--- src/rtl/screen_pkg.sv ---
// screen_pkg: shared state encodings, screen geometry and colour constants
package screen_pkg;
  typedef enum logic [1:0] {
    TITLE        = 2'b00,
    PLAYING      = 2'b01,
    GAME_OVER    = 2'b10,
    WAIT_RELEASE = 2'b11
  } screen_state_e;
  localparam int SCREEN_WIDTH = 640;
  localparam int SCREEN_HEIGHT = 480;
  localparam logic [4:0] COLOR_BLACK = 5'd0;
endpackage

--- src/rtl/screen_sequencer_switch_debouncer.sv ---
// switch_debouncer: two-flop synchronizer, stability counter and edge detect for the start switch
module switch_debouncer #(
  parameter int DEBOUNCE_CYCLES = 1_000_000
) (
  input  logic clk,
  input  logic rst_n,
  input  logic sw_in,
  output logic sw_db,
  output logic rise,
  output logic fall
);
  localparam int CW = DEBOUNCE_CYCLES > 1 ? $clog2(DEBOUNCE_CYCLES) : 1;
  localparam logic [CW-1:0] CNT_MAX = CW'(DEBOUNCE_CYCLES - 1);
  logic [1:0] sync_q;
  logic [CW-1:0] cnt_q, cnt_d;
  logic db_q, db_d, db_prev_q;
  logic match, done;
  always_comb begin
    match = sync_q[1] == db_q;
    done = cnt_q == CNT_MAX;
    cnt_d = (match || done) ? '0 : cnt_q + 1'b1;
    db_d = (!match && done) ? ~db_q : db_q;
  end
  // Synchronizer and debounced value reset high so a switch held through reset reads as already on
  always_ff @(posedge clk or negedge rst_n) begin
    if (!rst_n) begin
      sync_q <= 2'b11;
      cnt_q <= '0;
      db_q <= 1'b1;
      db_prev_q <= 1'b1;
    end else begin
      sync_q <= {sync_q[0], sw_in};
      cnt_q <= cnt_d;
      db_q <= db_d;
      db_prev_q <= db_q;
    end
  end
  assign sw_db = db_q;
  assign rise = db_q & ~db_prev_q;
  assign fall = ~db_q & db_prev_q;
endmodule

--- src/rtl/screen_sequencer.sv ---
// screen_sequencer: title/playing/game-over sequencing, flicker phase and frame-aligned RGB source select
module screen_sequencer
  import screen_pkg::*;
#(
  parameter int DEBOUNCE_CYCLES = 1_000_000,
  parameter int FLICKER_FRAMES = 15,
  parameter int OVER_FRAMES = 180
) (
  input  logic        clk,
  input  logic        rst_n,
  input  logic        start_sw,
  input  logic        game_over,
  input  logic        video_on,
  input  logic [10:0] pixel_x,
  input  logic [10:0] pixel_y,
  input  logic [4:0]  title_rgb,
  input  logic [4:0]  game_rgb,
  input  logic [4:0]  over_rgb,
  output logic [4:0]  vga_rgb,
  output logic [1:0]  frame_tick,
  output logic        game_reset,
  output logic        game_active,
  output logic [1:0]  state
);
  localparam int FW = FLICKER_FRAMES > 1 ? $clog2(FLICKER_FRAMES) : 1;
  localparam int OW = OVER_FRAMES > 1 ? $clog2(OVER_FRAMES) : 1;
  localparam logic [FW-1:0] FCNT_MAX = FW'(FLICKER_FRAMES - 1);
  localparam logic [OW-1:0] OCNT_MAX = OW'(OVER_FRAMES - 1);
  logic sw_db, sw_rise, sw_fall;
  logic fcond_q, fcond_prev_q, frame_strobe, flick_wrap;
  logic [FW-1:0] fcnt_q, fcnt_d;
  logic [OW-1:0] ocnt_q, ocnt_d;
  logic [1:0] tick_q, tick_d;
  screen_state_e state_q, state_d, disp_q, disp_d;
  logic [4:0] vga_q, vga_d;
  logic game_reset_q, game_reset_d;
  switch_debouncer #(.DEBOUNCE_CYCLES(DEBOUNCE_CYCLES)) u_debouncer (
    .clk(clk),
    .rst_n(rst_n),
    .sw_in(start_sw),
    .sw_db(sw_db),
    .rise(sw_rise),
    .fall(sw_fall)
  );
  // One pulse per frame regardless of how many clk cycles the strobe pixel is held
  assign frame_strobe = fcond_q & ~fcond_prev_q;
  assign flick_wrap = frame_strobe && fcnt_q == FCNT_MAX;
  always_comb begin
    state_d = state_q;
    ocnt_d = ocnt_q;
    case (state_q)
      TITLE: state_d = sw_rise ? PLAYING : TITLE;
      PLAYING: begin
        ocnt_d = '0;
        state_d = game_over ? GAME_OVER : sw_fall ? TITLE : PLAYING;
      end
      GAME_OVER: begin
        ocnt_d = frame_strobe ? ocnt_q + 1'b1 : ocnt_q;
        state_d = (frame_strobe && ocnt_q == OCNT_MAX) ? WAIT_RELEASE : GAME_OVER;
      end
      default: state_d = sw_db ? WAIT_RELEASE : TITLE;
    endcase
    game_reset_d = state_q == TITLE && sw_rise;
    fcnt_d = flick_wrap ? '0 : frame_strobe ? fcnt_q + 1'b1 : fcnt_q;
    tick_d = tick_q + {1'b0, flick_wrap};
    disp_d = frame_strobe ? state_q : disp_q;
    vga_d = !video_on ? COLOR_BLACK :
            disp_q == TITLE ? title_rgb :
            disp_q == PLAYING ? game_rgb : over_rgb;
  end
  always_ff @(posedge clk or negedge rst_n) begin
    if (!rst_n) begin
      fcond_q <= 1'b0;
      fcond_prev_q <= 1'b0;
      fcnt_q <= '0;
      ocnt_q <= '0;
      tick_q <= '0;
      state_q <= TITLE;
      disp_q <= TITLE;
      vga_q <= COLOR_BLACK;
      game_reset_q <= 1'b0;
    end else begin
      fcond_q <= pixel_x == 11'd0 && pixel_y == 11'(SCREEN_HEIGHT);
      fcond_prev_q <= fcond_q;
      fcnt_q <= fcnt_d;
      ocnt_q <= ocnt_d;
      tick_q <= tick_d;
      state_q <= state_d;
      disp_q <= disp_d;
      vga_q <= vga_d;
      game_reset_q <= game_reset_d;
    end
  end
  assign vga_rgb = vga_q;
  assign frame_tick = tick_q;
  assign game_reset = game_reset_q;
  assign game_active = state_q == PLAYING;
  assign state = state_q;
endmodule

--- config.mk ---
export PLATFORM = sky130hd
export DESIGN_NAME = screen_sequencer
export DESIGN_NICKNAME = d
export VERILOG_FILES = /design/src/rtl/screen_pkg.sv /design/src/rtl/screen_sequencer_switch_debouncer.sv /design/src/rtl/screen_sequencer.sv
export SDC_FILE = /design/constraint.sdc
export NUM_CORES = 1
export LEC_CHECK = 0
export BUFFER_PORTS_ARGS = -buffer_cell sky130_fd_sc_hd__buf_2
export CAP_MARGIN = 20
export CELL_PAD_IN_SITES_DETAIL_PLACEMENT = 1
export CELL_PAD_IN_SITES_GLOBAL_PLACEMENT = 1
export CORE_MARGIN = 4
export CORE_UTILIZATION = 42
export CTS_CLUSTER_DIAMETER = 30
export CTS_CLUSTER_SIZE = 20
export DETAILED_ROUTE_END_ITERATION = 10
export GPL_TIMING_DRIVEN = 0
export PLACE_DENSITY = 0.86
export SETUP_SLACK_MARGIN = 0.2
export SLEW_MARGIN = 20
export SYNTH_ARGS = -nofsm -noshare
export SYNTH_HDL_FRONTEND = slang
export SYNTH_HIERARCHICAL = 1
export SYNTH_SLANG_ARGS = --single-unit
export TNS_END_PERCENT = 50
--- constraint.sdc ---
create_clock -name clk -period 2.4 [get_ports clk]
set_input_delay 0.24 -clock clk [delete_from_list [all_inputs] [get_ports clk]]
set_output_delay 0.24 -clock clk [all_outputs]
set_load 0.03 [all_outputs]
==> flow_summary.ini <==
[clock_network]
numCtsBuffers = 5
cts_root_buf = clkbuf_8
path_clk_slew_ns = 0.10
cts_tree = yes
cts_max_path_buffers = 2
clock-sinks = 50
htreeDepth = 2
clock_latency_ns = 0.31

[floorplan]
row_count = 27
die_y_um = 84.49
start_util = 0.4409
die_x_um = 84.49
die-area_mm2 = 0.007139
pin_count = 53
design.core.area_mm2 = 0.005574

[final_layout]
area_growth_pct = 20.57
n_antenna_cell = 0
drive_above_1_share = 0.2700
utilization = 0.5315
fin_nets = 346

[worst_setup_path]
crit_end = u_debouncer/cnt_q[18]
critical-path-max-stage-delay_ns = 0.58
rrSetupSlack_ns = 0.45
startpoint = u_debouncer/cnt_q[0]
arrival_ns = 2.17
crit_type = reg2reg
cpMaxStageDelayCell = nor4_1
start_kind = register
path_cells = ha_1, nand3_1, nor4_1, mux2i_1, nor4b_1
critPathMaxFanout = 5
endpoint_kind = register
r2r-start = u_debouncer/cnt_q[0]
worstPathRequired_ns = 2.62
reg2reg_depth = 5
timing.rr.end = u_debouncer/cnt_q[18]

[power_and_ir_drop]
switching_power_uw = 390.6
p_comb_frac = 0.076
seq_power_share = 0.544
power.internal_uw = 1224
p_leak_uw = 0.001374
switching_share = 0.2420
ir_drop_uv = 280.4
power_uw = 1614
pwr-share-clk = 0.380
power_density_mw_per_mm2 = 544.8

[timing]
maxSlewHeadroom = 0.5829
setup_viol = 0
final_max_slew_viol_count = 0
max_freq_ghz = 0.5124
finalCritPeriodShare = 0.8132
hold_viol_final = 0
fin_setup_tns_ns = 0
period_needed_ns = 1.952
setup_ws_ns = 0.4483
worstMarginPinSlew_ns = 0.6257
worst_clock_skew_ns = 0.01024
rsz0062_at_grt = no

[placed_design]
dp_slack_ns = 0.2550
dp_hpwl_mm = 4.401
portBuffers = 52
place.gp.congestion = 0.7645

[drt]
vias = 2010
vias_per_cell = 5.403
drt-initial-drc-count = 64
drt_first_pass_iters = 4
drc = 0
wl_per_cell_um = 16.33
ant_nets = 0
routed_wl_mm = 6.074

[logic_synthesis]
syn_area_per_cell_um2 = 10.46
ys_seq_area_frac = 0.5112
syn-cell-area_mm2 = 0.002457
synth.distinct_cells = 44
syn_nets = 282
synthCells = 235
synthArstFlopShare = 1.000
synth_warnings = 6
synth-seq-cells = 50
synth-edff-count = 0
synth-main-ff-cell = dfrtp_1

[min_path]
hp-class = in2reg

[global_route]
grt_usage = 0.1809
gr-total-overflow = 0
grt_pass1_vias = 2219
grt_first_pass_wirelength_mm = 10.27
antenna_found_initial = 0
grt_max_degree = 51

[run]
maxCapViolations = 0

[outcome]
status = finished clean
cells in the mapped netlist, types with 2 or more instances:
library cell / instances / area (um^2)
nand3_1: 10 / 50.05
nor2_1: 24 / 90.09
nor4b_1: 2 / 17.52
a21oi_1: 9 / 45.04
and2_1: 6 / 37.54
dfrtp_1: 46 / 1151
and3_1: 4 / 25.02
o21ai_0: 12 / 60.06
nand2b_1: 2 / 12.51
a22o_1: 2 / 17.52
ha_1: 5 / 62.56
nand2_1: 15 / 56.30
clkbuf_1: 3 / 11.26
dfstp_2: 4 / 105.1
nand4_1: 7 / 43.79
nor3_1: 4 / 20.02
or3_1: 3 / 18.77
nor4_1: 8 / 50.05
mux2_2: 5 / 56.30
or4_1: 3 / 22.52
mux2i_1: 9 / 90.09
o31ai_1: 4 / 30.03
xor2_1: 4 / 35.03
inv_1: 9 / 33.78
nor2b_1: 4 / 25.02
nor3b_1: 2 / 15.01
xnor2_1: 12 / 105.1
cell families (layout without fill, tap and decap cells):
logic type	Yosys count	count (layout)	share of synthesized area
xor+xnor	16	16	0.05702
mux	15	15	0.06568
buf+inv	16	81	0.03004
fa+ha+maj	5	5	0.02546
compound gates	32	32	0.08351
simple gates	101	101	0.2271
flops	50	50	0.5112
registers in the layout (all words and copies together), names as in the netlist:
name,cells
disp_q,2
fcnt_q,4
fcond_prev_q,1
fcond_q,1
frame_tick,2
game_reset,1
ocnt_q,8
state,2
u_debouncer/cnt_q,20
u_debouncer/db_prev_q,1
u_debouncer/sw_db,1
u_debouncer/sync_q,2
vga_rgb,5
cell usage in the layout (no fill, tap or decap), types with 5 or more instances in the layout:
master,netlist,layout
dfrtp_1,46,46
o21ai_0,12,12
a21oi_1,9,9
ha_1,5,5
nand2_1,15,15
inv_1,9,9
xnor2_1,12,12
buf_2,1,52
nand3_1,10,10
nor4_1,8,8
mux2i_1,9,9
mux2_2,5,5
clkbuf_8,0,5
nor2_1,24,24
and2_1,6,6
nand4_1,7,7
buf_4,1,6
power groups by stage:
stage                     Sequential, uW  Combinational, uW  Clock (uW)
after global placement               892                113           0
after CTS                            877                119         623
after global routing                 882                136         664
after floorplan                      909               28.4           0
final                                878                123         614
after detailed placement             894                118           0
cell type report:
cell class	instances	area, um^2
fill	649	2611
sequential	50	1256
multi-input combinational	169	1127
timing repair buffer	57	302.8
tap	72	90.09
clock buffer	5	68.82
clock inverter	3	43.79
buffer	7	40.04
inverter	9	33.78
how the worst min path moves through the flow:
stage                                 end  depth (start not counted)  slack [ns]     start
floorplan                       disp_q[0]                          0       -0.06     rst_n
global placement    u_debouncer/sync_q[0]                          1        0.35  start_sw
detailed placement  u_debouncer/sync_q[0]                          1        0.36  start_sw
CTS                 u_debouncer/sync_q[0]                          1        0.02  start_sw
global route        u_debouncer/sync_q[0]                          1       0.004  start_sw
finish              u_debouncer/sync_q[0]                          1        0.03  start_sw
critical path, delay by kind of cell (launching register included):
family / cells / cell delay [ns]
adder cells (fa/ha/maj): 1 / 0.23
flip-flops: 1 / 0.42
multiplexers: 1 / 0.16
AND/OR/NAND/NOR: 3 / 1.05
per-stage QoR:
stage                     hold WS [ns]  std cells  cell area [um^2]
after floorplan               -0.05559        235              2457
after global placement          0.3455        359              2808
after detailed placement        0.3552        359              2808
after CTS                      0.01862        367              2920
after global routing          0.004216        372              2963
final                          0.02530        372              2963
per-layer routing:
metal	vias to the layer above	share of wire	routed length [um]	track usage
met3	20	0.045	272	0.03729
met5	-	0	0	0
met2	60	0.52	3142	0.3174
met1	977	0.40	2458	0.2101
met4	0	0.033	201	0.08489
li1	953	-	-	-
timing repair:
action                     in CTS  in global routing
hold endpoints to repair        0                 31
hold buffers                    0                  1
setup endpoints to repair       0                 10
gates resized for setup         0                  0
buffers inserted                0                  4
Note: power is estimated with default switching activity, not from simulation.
